--- src/rtl/atk16_pkg.sv ---
// Shared definitions for the memory-side bus controller: MMIO register map,
// controller states and address-decode targets.
package atk16_pkg;

  localparam logic [15:0] MMIO_GPIO_OUT  = 16'hFF00;
  localparam logic [15:0] MMIO_GPIO_IN   = 16'hFF01;
  localparam logic [15:0] MMIO_TIMER_CNT = 16'hFF02;
  localparam logic [15:0] MMIO_TIMER_CMP = 16'hFF03;
  localparam logic [15:0] MMIO_STATUS    = 16'hFF04;

  typedef enum logic [1:0] {
    IDLE  = 2'd0,
    BWAIT = 2'd1,
    ACK   = 2'd2
  } bus_state_e;

  typedef enum logic [1:0] {
    T_BRAM = 2'd0,
    T_MMIO = 2'd1,
    T_NONE = 2'd2
  } target_e;

  function automatic target_e decode_target(input logic [15:0] a, input int unsigned bram_words);
    target_e t;
    if (32'(a) < bram_words) begin
      t = T_BRAM;
    end else if ((a >= MMIO_GPIO_OUT) && (a <= MMIO_STATUS)) begin
      t = T_MMIO;
    end else begin
      t = T_NONE;
    end
    return t;
  endfunction

endpackage

--- src/rtl/mem_bus_if.sv ---
// Control-unit to memory-controller request/acknowledge bus.
interface mem_bus_if;
  logic        req;
  logic        we;
  logic [15:0] addr;
  logic [15:0] wdata;
  logic        ack;
  logic [15:0] rdata;
  logic        err;

  modport master (output req, we, addr, wdata, input ack, rdata, err);
  modport slave  (input req, we, addr, wdata, output ack, rdata, err);
endinterface

--- src/rtl/mmio_timer.sv ---
// Prescaled 16-bit timer with compare register and sticky match flag.
// A count write restarts the prescaler and suppresses that cycle's compare.
module mmio_timer
  import atk16_pkg::*;
#(
  parameter int unsigned PRESCALE = 100
) (
  input  logic        clk,
  input  logic        rst,
  input  logic        cnt_we_i,
  input  logic        cmp_we_i,
  input  logic        stat_we_i,
  input  logic [15:0] wdata_i,
  output logic [15:0] cnt_o,
  output logic [15:0] cmp_o,
  output logic        flag_o
);

  localparam int unsigned   PW      = (PRESCALE > 1) ? $clog2(PRESCALE) : 1;
  localparam logic [PW-1:0] PSC_MAX = PW'(PRESCALE - 1);
  localparam logic [PW-1:0] PSC_ONE = PW'(1);

  logic [PW-1:0] psc_q, psc_d;
  logic [15:0]   cnt_q, cnt_d, cmp_q, cmp_d;
  logic          flag_q, flag_d;
  logic          tick_s, match_s;

  // Next-state: prescaler wrap, count/compare update, flag set-over-clear.
  always_comb begin
    tick_s  = (psc_q == PSC_MAX);
    psc_d   = tick_s ? {PW{1'b0}} : (psc_q + PSC_ONE);
    cnt_d   = cnt_q;
    match_s = 1'b0;
    if (cnt_we_i) begin
      cnt_d = wdata_i;
      psc_d = {PW{1'b0}};
    end else if (tick_s) begin
      cnt_d   = cnt_q + 16'd1;
      match_s = (cnt_d == cmp_q);
    end else begin
      cnt_d = cnt_q;
    end
    cmp_d = cmp_we_i ? wdata_i : cmp_q;
    if (match_s) begin
      flag_d = 1'b1;
    end else if (stat_we_i && wdata_i[0]) begin
      flag_d = 1'b0;
    end else begin
      flag_d = flag_q;
    end
  end

  // Timer state registers.
  always_ff @(posedge clk or negedge rst) begin
    if (!rst) begin
      psc_q  <= {PW{1'b0}};
      cnt_q  <= 16'h0000;
      cmp_q  <= 16'h0000;
      flag_q <= 1'b0;
    end else begin
      psc_q  <= psc_d;
      cnt_q  <= cnt_d;
      cmp_q  <= cmp_d;
      flag_q <= flag_d;
    end
  end

  assign cnt_o  = cnt_q;
  assign cmp_o  = cmp_q;
  assign flag_o = flag_q;

endmodule

--- src/rtl/mem_bus_ctrl.sv ---
// Memory-side bus controller: one request at a time, decoded to BRAM or the
// GPIO/timer window, with BRAM read latency hidden behind a uniform ack.
module mem_bus_ctrl
  import atk16_pkg::*;
#(
  parameter int unsigned BRAM_WORDS = 4096,
  parameter int unsigned PRESCALE   = 100,
  parameter int unsigned GPIO_W     = 8
) (
  input  logic              clk,
  input  logic              rst,
  mem_bus_if.slave          bus,
  output logic [15:0]       bram_addr,
  output logic              bram_we,
  output logic [15:0]       bram_wdata,
  input  logic [15:0]       bram_rdata,
  input  logic [GPIO_W-1:0] gpio_in,
  output logic [GPIO_W-1:0] gpio_out,
  output logic              irq
);

  bus_state_e        state_q;
  target_e           tgt_q, tgt_s;
  logic [15:0]       addr_q, wdata_q, bram_hold_q, rdata_q, mmio_rd_s;
  logic              we_q, ack_q, err_q, mmio_wr_s;
  logic [GPIO_W-1:0] gpio_q, sync1_q, sync2_q;
  logic [15:0]       tcnt_s, tcmp_s;
  logic              tflag_s;

  assign tgt_s      = decode_target(bus.addr, BRAM_WORDS);
  assign bram_addr  = bus.addr;
  assign bram_wdata = bus.wdata;
  assign bram_we    = (state_q == IDLE) && bus.req && bus.we && (tgt_s == T_BRAM);

  // MMIO stores land on the edge that leaves ACK, using the latched request.
  assign mmio_wr_s = (state_q == ACK) && we_q && (tgt_q == T_MMIO);

  mmio_timer #(.PRESCALE(PRESCALE)) u_timer (
    .clk       (clk),
    .rst       (rst),
    .cnt_we_i  (mmio_wr_s && (addr_q == MMIO_TIMER_CNT)),
    .cmp_we_i  (mmio_wr_s && (addr_q == MMIO_TIMER_CMP)),
    .stat_we_i (mmio_wr_s && (addr_q == MMIO_STATUS)),
    .wdata_i   (wdata_q),
    .cnt_o     (tcnt_s),
    .cmp_o     (tcmp_s),
    .flag_o    (tflag_s)
  );

  // MMIO read mux on the latched address.
  always_comb begin
    mmio_rd_s = 16'h0000;
    case (addr_q)
      MMIO_GPIO_OUT:  mmio_rd_s = 16'(gpio_q);
      MMIO_GPIO_IN:   mmio_rd_s = 16'(sync2_q);
      MMIO_TIMER_CNT: mmio_rd_s = tcnt_s;
      MMIO_TIMER_CMP: mmio_rd_s = tcmp_s;
      MMIO_STATUS:    mmio_rd_s = {15'd0, tflag_s};
      default:        mmio_rd_s = 16'h0000;
    endcase
  end

  // Two-flop synchroniser for the asynchronous GPIO pins.
  always_ff @(posedge clk or negedge rst) begin
    if (!rst) begin
      sync1_q <= {GPIO_W{1'b0}};
      sync2_q <= {GPIO_W{1'b0}};
    end else begin
      sync1_q <= gpio_in;
      sync2_q <= sync1_q;
    end
  end

  // Request FSM with registered ack/err/rdata and the GPIO output register.
  always_ff @(posedge clk or negedge rst) begin
    if (!rst) begin
      state_q     <= IDLE;
      tgt_q       <= T_BRAM;
      addr_q      <= 16'h0000;
      wdata_q     <= 16'h0000;
      we_q        <= 1'b0;
      bram_hold_q <= 16'h0000;
      ack_q       <= 1'b0;
      err_q       <= 1'b0;
      rdata_q     <= 16'h0000;
      gpio_q      <= {GPIO_W{1'b0}};
    end else begin
      ack_q   <= 1'b0;
      err_q   <= 1'b0;
      rdata_q <= 16'h0000;
      case (state_q)
        IDLE: begin
          if (bus.req) begin
            addr_q  <= bus.addr;
            wdata_q <= bus.wdata;
            we_q    <= bus.we;
            tgt_q   <= tgt_s;
            state_q <= ((tgt_s == T_BRAM) && !bus.we) ? BWAIT : ACK;
          end else begin
            state_q <= IDLE;
          end
        end
        BWAIT: begin
          bram_hold_q <= bram_rdata;
          state_q     <= ACK;
        end
        ACK: begin
          ack_q <= 1'b1;
          err_q <= (tgt_q == T_NONE);
          if (we_q) begin
            rdata_q <= 16'h0000;
          end else begin
            case (tgt_q)
              T_BRAM:  rdata_q <= bram_hold_q;
              T_MMIO:  rdata_q <= mmio_rd_s;
              default: rdata_q <= 16'h0000;
            endcase
          end
          if (mmio_wr_s && (addr_q == MMIO_GPIO_OUT)) begin
            gpio_q <= wdata_q[GPIO_W-1:0];
          end else begin
            gpio_q <= gpio_q;
          end
          state_q <= IDLE;
        end
        default: state_q <= IDLE;
      endcase
    end
  end

  assign bus.ack   = ack_q;
  assign bus.err   = err_q;
  assign bus.rdata = rdata_q;
  assign gpio_out  = gpio_q;
  assign irq       = tflag_s;

endmodule

--- src/flat_wrapper.sv ---
// flat-port wrapper written by rule: the top's interface ports become plain ports
module mem_bus_ctrl_flat import atk16_pkg::*;
#(
  parameter int unsigned BRAM_WORDS = 4096,
  parameter int unsigned PRESCALE   = 100,
  parameter int unsigned GPIO_W     = 8
)
  (clk, rst, bram_addr, bram_we, bram_wdata, bram_rdata, gpio_in, gpio_out, irq, bus_req, bus_we, bus_addr, bus_wdata, bus_ack, bus_rdata, bus_err);
  mem_bus_if bus_i ();
  input  logic clk;
  input  logic rst;
  output logic [15:0] bram_addr;
  output logic bram_we;
  output logic [15:0] bram_wdata;
  input  logic [15:0] bram_rdata;
  input  logic [GPIO_W-1:0] gpio_in;
  output logic [GPIO_W-1:0] gpio_out;
  output logic irq;
  input wire logic [$bits(bus_i.req)-1:0] bus_req;
  input wire logic [$bits(bus_i.we)-1:0] bus_we;
  input wire logic [$bits(bus_i.addr)-1:0] bus_addr;
  input wire logic [$bits(bus_i.wdata)-1:0] bus_wdata;
  output wire logic [$bits(bus_i.ack)-1:0] bus_ack;
  output wire logic [$bits(bus_i.rdata)-1:0] bus_rdata;
  output wire logic [$bits(bus_i.err)-1:0] bus_err;
  assign bus_i.req = bus_req;
  assign bus_i.we = bus_we;
  assign bus_i.addr = bus_addr;
  assign bus_i.wdata = bus_wdata;
  assign bus_ack = bus_i.ack;
  assign bus_rdata = bus_i.rdata;
  assign bus_err = bus_i.err;
  mem_bus_ctrl #(.BRAM_WORDS(BRAM_WORDS), .PRESCALE(PRESCALE), .GPIO_W(GPIO_W)) u_core (.clk(clk), .rst(rst), .bus(bus_i), .bram_addr(bram_addr), .bram_we(bram_we), .bram_wdata(bram_wdata), .bram_rdata(bram_rdata), .gpio_in(gpio_in), .gpio_out(gpio_out), .irq(irq));
endmodule
--- config.mk ---
export PLATFORM = sky130hd
export DESIGN_NAME = mem_bus_ctrl_flat
export DESIGN_NICKNAME = d
export VERILOG_FILES = /design/src/rtl/atk16_pkg.sv /design/src/rtl/mem_bus_if.sv /design/src/rtl/mmio_timer.sv /design/src/rtl/mem_bus_ctrl.sv /design/src/flat_wrapper.sv
export SDC_FILE = /design/constraint.sdc
export NUM_CORES = 1
export LEC_CHECK = 0
export ABC_CLOCK_PERIOD_IN_PS = 3160
export BUFFER_PORTS_ARGS = -buffer_cell sky130_fd_sc_hd__buf_4
export CAP_MARGIN = 0
export CELL_PAD_IN_SITES_DETAIL_PLACEMENT = 1
export CELL_PAD_IN_SITES_GLOBAL_PLACEMENT = 1
export CORE_MARGIN = 2
export CORE_UTILIZATION = 44
export CTS_BUF_LIST = sky130_fd_sc_hd__clkbuf_16
export CTS_CLUSTER_DIAMETER = 50
export DETAILED_ROUTE_END_ITERATION = 10
export HOLD_SLACK_MARGIN = 0.02
export PLACE_DENSITY_LB_ADDON = 0.1
export REMOVE_ABC_BUFFERS = 1
export SLEW_MARGIN = 20
export SYNTH_ARGS = -nofsm -noshare
export SYNTH_HDL_FRONTEND = slang
export SYNTH_SLANG_ARGS = --single-unit
--- constraint.sdc ---
create_clock -name clk -period 3.16 [get_ports clk]
set_clock_uncertainty 0.05 [all_clocks]
set_input_delay 0.158 -clock clk [delete_from_list [all_inputs] [get_ports clk]]
set_output_delay 0.158 -clock clk [all_outputs]
set_load 0.05 [all_outputs]
==> flow_summary.json, run 1 <==
{
  "grtUsageTotal_pct": 23.5,
  "synth.most_common_cell": "dfrtp_1",
  "grt_pass1_vias": 4833,
  "htree_levels": 4,
  "synth_common_cells": "dfrtp_1, mux2_2, nor2_1",
  "yosysTopAreaCellShare_pct": 53.8,
  "p_leak_nw": 3.87,
  "cts.sinks": 135,
  "period_share_pct": 90.0,
  "drive_above_1_share_pct": 37.7,
  "ctsResizeCount": 0,
  "path_max_fanout": 23,
  "relSlewSlack_pct": 34.3,
  "hold_ws_ps": 290,
  "num_antenna_cells": 0,
  "cap_violations": 0,
  "dp_hpwl_um": 10500,
  "ys_warn_count": 0,
  "vdd_drop_max_mv": 0.391,
  "min_period_ps": 2840,
  "worst_pin_slew_ps": 976,
  "wl_um": 16300,
  "pin_count": 120,
  "setup_ws_ps": 317,
  "num_vias": 4484,
  "clk_latency_ps": 420,
  "avgViaCountPerCell": 5.26,
  "drtAntennaViolNets": 0,
  "remaining_drc_errors": 0,
  "ys_ff_latch": 135,
  "place_worst_setup_slack_ps": 390,
  "finalSetupViolCount": 0,
  "fmax_mhz": 352,
  "critPathLaunchType": "register",
  "final_core_utilization_pct": 60.3,
  "worstSetupPathType": "register to register",
  "synth.area.top_cells": "dfrtp_1, mux2_2, buf_4, nor2_1, xnor2_1",
  "rsz0062_at_grt": "false",
  "power.density_nw_per_um2": 564,
  "die_area_um2": 15200,
  "netlist_area_um2": 6280,
  "cp.arrival_ps": 3090,
  "async_reset_ff_share_pct": 100,
  "synth_top_area_cell": "dfrtp_1",
  "cts_tree": "done",
  "drtPass1Iterations": 6,
  "wl_per_cell_um": 19.1,
  "avgSynthCellArea_um2": 12.3,
  "clockRootBuffer": "clkbuf_16",
  "grt-ovfl-total": 0,
  "start_util_pct": 45.2,
  "clockBufferDepth": 2,
  "gp_congestion": 0.841,
  "postSynthCellCount": 511,
  "hp-class": "input port to async pin",
  "finalMaxSlewViolations": 0,
  "outcome": "finished clean",
  "hold_viol_final": 0,
  "cts_inserted_buffers": 17,
  "synth_ff_type": "dfrtp_1",
  "reg2reg_depth": 7,
  "synth_edf_count": 0,
  "critical_path_required_ps": 3410,
  "area_growth_pct": 33.4,
  "num_rows": 43,
  "endpoint_kind": "register",
  "die_w_um": 123,
  "clkSlewWorstSetupHoldPaths_ps": 60,
  "grt_max_degree": 64,
  "drt_iter0_markers": 203,
  "coreArea_um2": 13900,
  "synth_cell_types": 48,
  "nNetsFinal": 722,
  "antenna_found_initial": 0,
  "die_y_um": 123,
  "synth-seq-area-share_pct": 53.8,
  "io_buffers": 119,
  "grt_pass1_wl_um": 26500
}
cells by family after synthesis:
group	synth area share, %
adders and majority gates	0.399
AOI/OAI and AO/OA	5.14
muxes	17.9
and+or+nand+nor	10.5
xor gates and xnor gates	5.86
buffers and inverters	6.32
DFF	53.8
state kept, by name, indices dropped and copies added (netlist names):
register	flops
u_core.u_timer.flag_o	1
u_core.wdata_q	16
u_core.bus.rdata	16
u_core.tgt_q	2
u_core.we_q	1
u_core.u_timer.cnt_o	16
u_core.addr_q	16
u_core.sync1_q	8
u_core.state_q	2
u_core.u_timer.cmp_o	16
u_core.bus.ack	1
u_core.bram_hold_q	16
u_core.gpio_out	8
u_core.u_timer.psc_q	7
u_core.sync2_q	8
u_core.bus.err	1
cells in the final DEF, fill, tap and decap left out, types with 10 or more instances in the layout:
| cell | synthesis | layout |
|---|---|---|
| dfrtp_1 | 135 | 135 |
| buf_4 | 32 | 130 |
| mux2_2 | 74 | 74 |
| dlygate4sd3_1 | 0 | 58 |
| nor2_1 | 54 | 53 |
| xnor2_1 | 23 | 23 |
| xor2_1 | 19 | 19 |
| a21oi_1 | 18 | 18 |
| clkbuf_16 | 0 | 17 |
| nand2_1 | 15 | 15 |
| mux2i_1 | 11 | 11 |
| nand3_1 | 11 | 11 |
| nand4_1 | 10 | 10 |
final cells by class:
| cell class | count | area (um^2) |
|---|---|---|
| Clock inverter | 15 | 248 |
| Clock buffer | 17 | 425 |
| Fill cell | 1391 | 5510 |
| Timing Repair Buffer | 189 | 1580 |
| Tap cell | 180 | 225 |
| Sequential cell | 135 | 3380 |
| Multi-Input combinational cell | 315 | 2510 |
| Inverter | 2 | 7.51 |
report_power, final:
group	leakage (nW)	switching [mW]	internal [mW]
sequential	1.74	0.0990	1.84
clock	0.322	0.778	1.48
combinational	1.81	0.259	0.259
stage by stage:
stage | std cells | area, um^2 | TNS (ps) | total power [mW]
2_1_floorplan | 452 | 5890 | -22620 | 2.12
5_1_grt | 853 | 8370 | 0 | 4.90
3_5_place_dp | 763 | 7110 | 0 | 2.43
4_1_cts | 853 | 8370 | 0 | 4.77
3_3_place_gp | 763 | 7110 | 0 | 2.41
6_report | 853 | 8370 | 0 | 4.72
final timing paths:
path                                             to  slack (ps)              start
setup / recovery           u_core.u_timer.cnt_o[10]         320   u_core.addr_q[3]
hold / removal                     u_core.addr_q[5]         290                rst
setup reg to reg           u_core.u_timer.cnt_o[10]         320   u_core.addr_q[3]
hold reg to reg                   u_core.sync2_q[5]         300  u_core.sync1_q[5]
max in group asynchronous        u_core.wdata_q[13]        1970                rst
min in group clk                  u_core.sync2_q[5]         300  u_core.sync1_q[5]
metal layers:
layer,vias up,global-route usage [%],part of all wire (%)
li1,2064,-,-
met1,2299,30.7,43
met2,100,38.8,51
met3,21,5.63,4.0
met4,0,7.03,1.6
met5,-,0,0
worst max-delay path: stages (launching register included):
cell,delay (ps)
dfrtp_1,380
or4_4,550
nor4_4,370
nand3b_2,140
or3b_1,700
buf_4,320
nor2_1,130
a21oi_1,60
timing repair:
item,4_1_cts,5_1_grt
buffers inserted,0,0
hold buffers,58,0
hold endpoints to repair,112,0
Power figures use the tool's default switching activity.
==> run 2: changes to the inputs <==
ABC_CLOCK_PERIOD_IN_PS = 2500   (was 3160)
CORE_MARGIN = 3   (was 2)
CORE_UTILIZATION = 40   (was 44)
clock period = 2.5 ns   (was 3.16 ns; I/O delays follow)
==> run 2 against run 1 <==
Compared with the run above:
- worst hold slack worse by 76 ps
- global-route usage shrank 3.5 points
- combinational power up 25%
- clock power hardly changed
- critical path depth up 1
- register-to-register slack worse by 170 ps
- sequential power grew 27%
- first-iteration DRC count up 2.5%
- fmax is 21% higher
- critical path type unchanged
- critical endpoint is now u_core.u_timer.flag_o
- largest cell class unchanged
- largest power group is now sequential cells
- highest routed layer unchanged
==> flow_summary.json, run 2 (same netlist as run 1, synthesis figures left out) <==
{
  "power.total_mw": 5.35,
  "grt_pass1_wl_um": 27100,
  "clkPwrFrac_pct": 41.9,
  "p_comb_share_pct": 12.1,
  "power_switching_mw": 1.36,
  "relSlewSlack_pct": 47.8,
  "num_vias": 4520,
  "finalSetupViolCount": 0,
  "endpoint_kind": "register",
  "cap_violations": 0,
  "placed_cells": 809,
  "area_growth_pct": 34.3,
  "period_share_pct": 94.0,
  "swShare_pct": 25.4,
  "num_rows": 45,
  "hp-class": "input port to async pin",
  "r2r_slack_ps": 150,
  "grtUsageTotal_pct": 19.9,
  "cts.sinks": 135,
  "p_leak_nw": 3.91,
  "fmax_mhz": 426,
  "wl_um": 16600,
  "avgViaCountPerCell": 5.03,
  "cp.arrival_ps": 2650,
  "r2r_start": "u_core.u_timer.cnt_o[1]",
  "grt_pass1_vias": 4974,
  "design_area_um2": 8430,
  "antenna_found_initial": 0,
  "startpoint": "u_core.u_timer.cnt_o[1]",
  "die_y_um": 131,
  "nNetsFinal": 738,
  "rsz0062_at_grt": "false",
  "layout_commonest_cell": "buf_4",
  "power.density_nw_per_um2": 635,
  "cts_tree": "done",
  "outcome": "finished clean",
  "grt-ovfl-total": 0,
  "vdd_drop_max_mv": 0.463,
  "pwr-share-seq_pct": 46.0,
  "drt_iter0_markers": 208,
  "worstSetupPathType": "register to register",
  "cts_inserted_buffers": 17,
  "wl_per_cell_um": 18.5,
  "finalMaxSlewViolations": 0,
  "layout.cells.non_filler": 899,
  "critPathLaunchType": "register",
  "hold_viol_final": 0,
  "die_w_um": 131,
  "worst_pin_slew_ps": 775,
  "clockBufferDepth": 2,
  "path_max_fanout": 5,
  "mostFrequentLayoutCells": "buf_4, dfrtp_1, mux2_2",
  "dp_hpwl_um": 11300,
  "drtPass1Iterations": 4,
  "start_util_pct": 41.1,
  "place_area_um2": 7290,
  "grt_max_degree": 58,
  "post_cts_buffers": 0,
  "die_area_um2": 17200,
  "p_int_mw": 3.99,
  "clkSlewWorstSetupHoldPaths_ps": 60,
  "remaining_drc_errors": 0,
  "r2r-end": "u_core.u_timer.flag_o",
  "pin_count": 120,
  "min_period_ps": 2350,
  "clockRootBuffer": "clkbuf_16",
  "io_buffers": 119,
  "gp_congestion": 0.850,
  "drive_above_1_share_pct": 38.8,
  "coreArea_um2": 15300,
  "htree_levels": 4,
  "drtAntennaViolNets": 0,
  "reg2reg_depth": 8,
  "critical_path_required_ps": 2810,
  "num_antenna_cells": 0,
  "clk_latency_ps": 410
}
## run 2: layer usage
| layer | vias to the layer above | routed length, um | GRT usage (%) |
|---|---|---|---|
| li1 | 2094 | - | - |
| met1 | 2326 | 7370 | 26.4 |
| met2 | 87 | 8370 | 33.1 |
| met3 | 13 | 722 | 5.44 |
| met4 | 0 | 128 | 4.38 |
| met5 | - | 0 | 0 |
## run 2: worst max path at each step
stage	endpoint	cells after the start
after floorplan	bram_we	2
after global placement	u_core.u_timer.flag_o	6
after detailed placement	u_core.u_timer.cnt_o[14]	7
after CTS	u_core.u_timer.flag_o	8
after global routing	u_core.u_timer.flag_o	8
final	u_core.u_timer.flag_o	8
## run 2: final cells by class
| cell class | count | area [um^2] |
|---|---|---|
| Fill cell | 1572 | 6830 |
| Sequential cell | 135 | 3380 |
| Multi-Input combinational cell | 315 | 2530 |
| Timing Repair Buffer | 205 | 1720 |
| Clock buffer | 17 | 425 |
| Tap cell | 211 | 264 |
| Clock inverter | 14 | 97.6 |
| Inverter | 2 | 7.51 |
## run 2: per-stage QoR
step / TNS (ps) / setup slack [ps] / utilization [%] / hold WS, ps
final: 0 / 151 / 55.2 / 214
after floorplan: -47920 / -1560 / - / -221
after global placement: 0 / 7.05 / 47.8 / 113
after global routing: 0 / 22.4 / 55.2 / 244
after CTS: 0 / 62.6 / 55.1 / 230
after detailed placement: -7.74 / -7.74 / 47.8 / 124
## run 2: what timing repair did
action,4_1_cts,5_1_grt
setup endpoints to repair,2,2
pin swaps,0,1
endpoints found under the hold margin,97,0
hold buffers,59,0
resized for setup,2,3
## run 2: power groups by stage
stage | clock network (mW) | registers (mW) | logic [mW]
after floorplan | 0 | 2.47 | 0.213
after global placement | 0 | 2.49 | 0.564
after detailed placement | 0 | 2.50 | 0.582
after CTS | 2.29 | 2.46 | 0.656
after global routing | 2.42 | 2.48 | 0.696
final | 2.24 | 2.46 | 0.648
## run 2: worst max-delay path, cell delays in order, from the launching register on
cell       delay (ps)
dfrtp_1           430
ha_1              220
nand3_1           220
or3_1             450
o31ai_1           240
o21ai_0           150
a2111oi_2         270
buf_4             170
a21bo_1            90
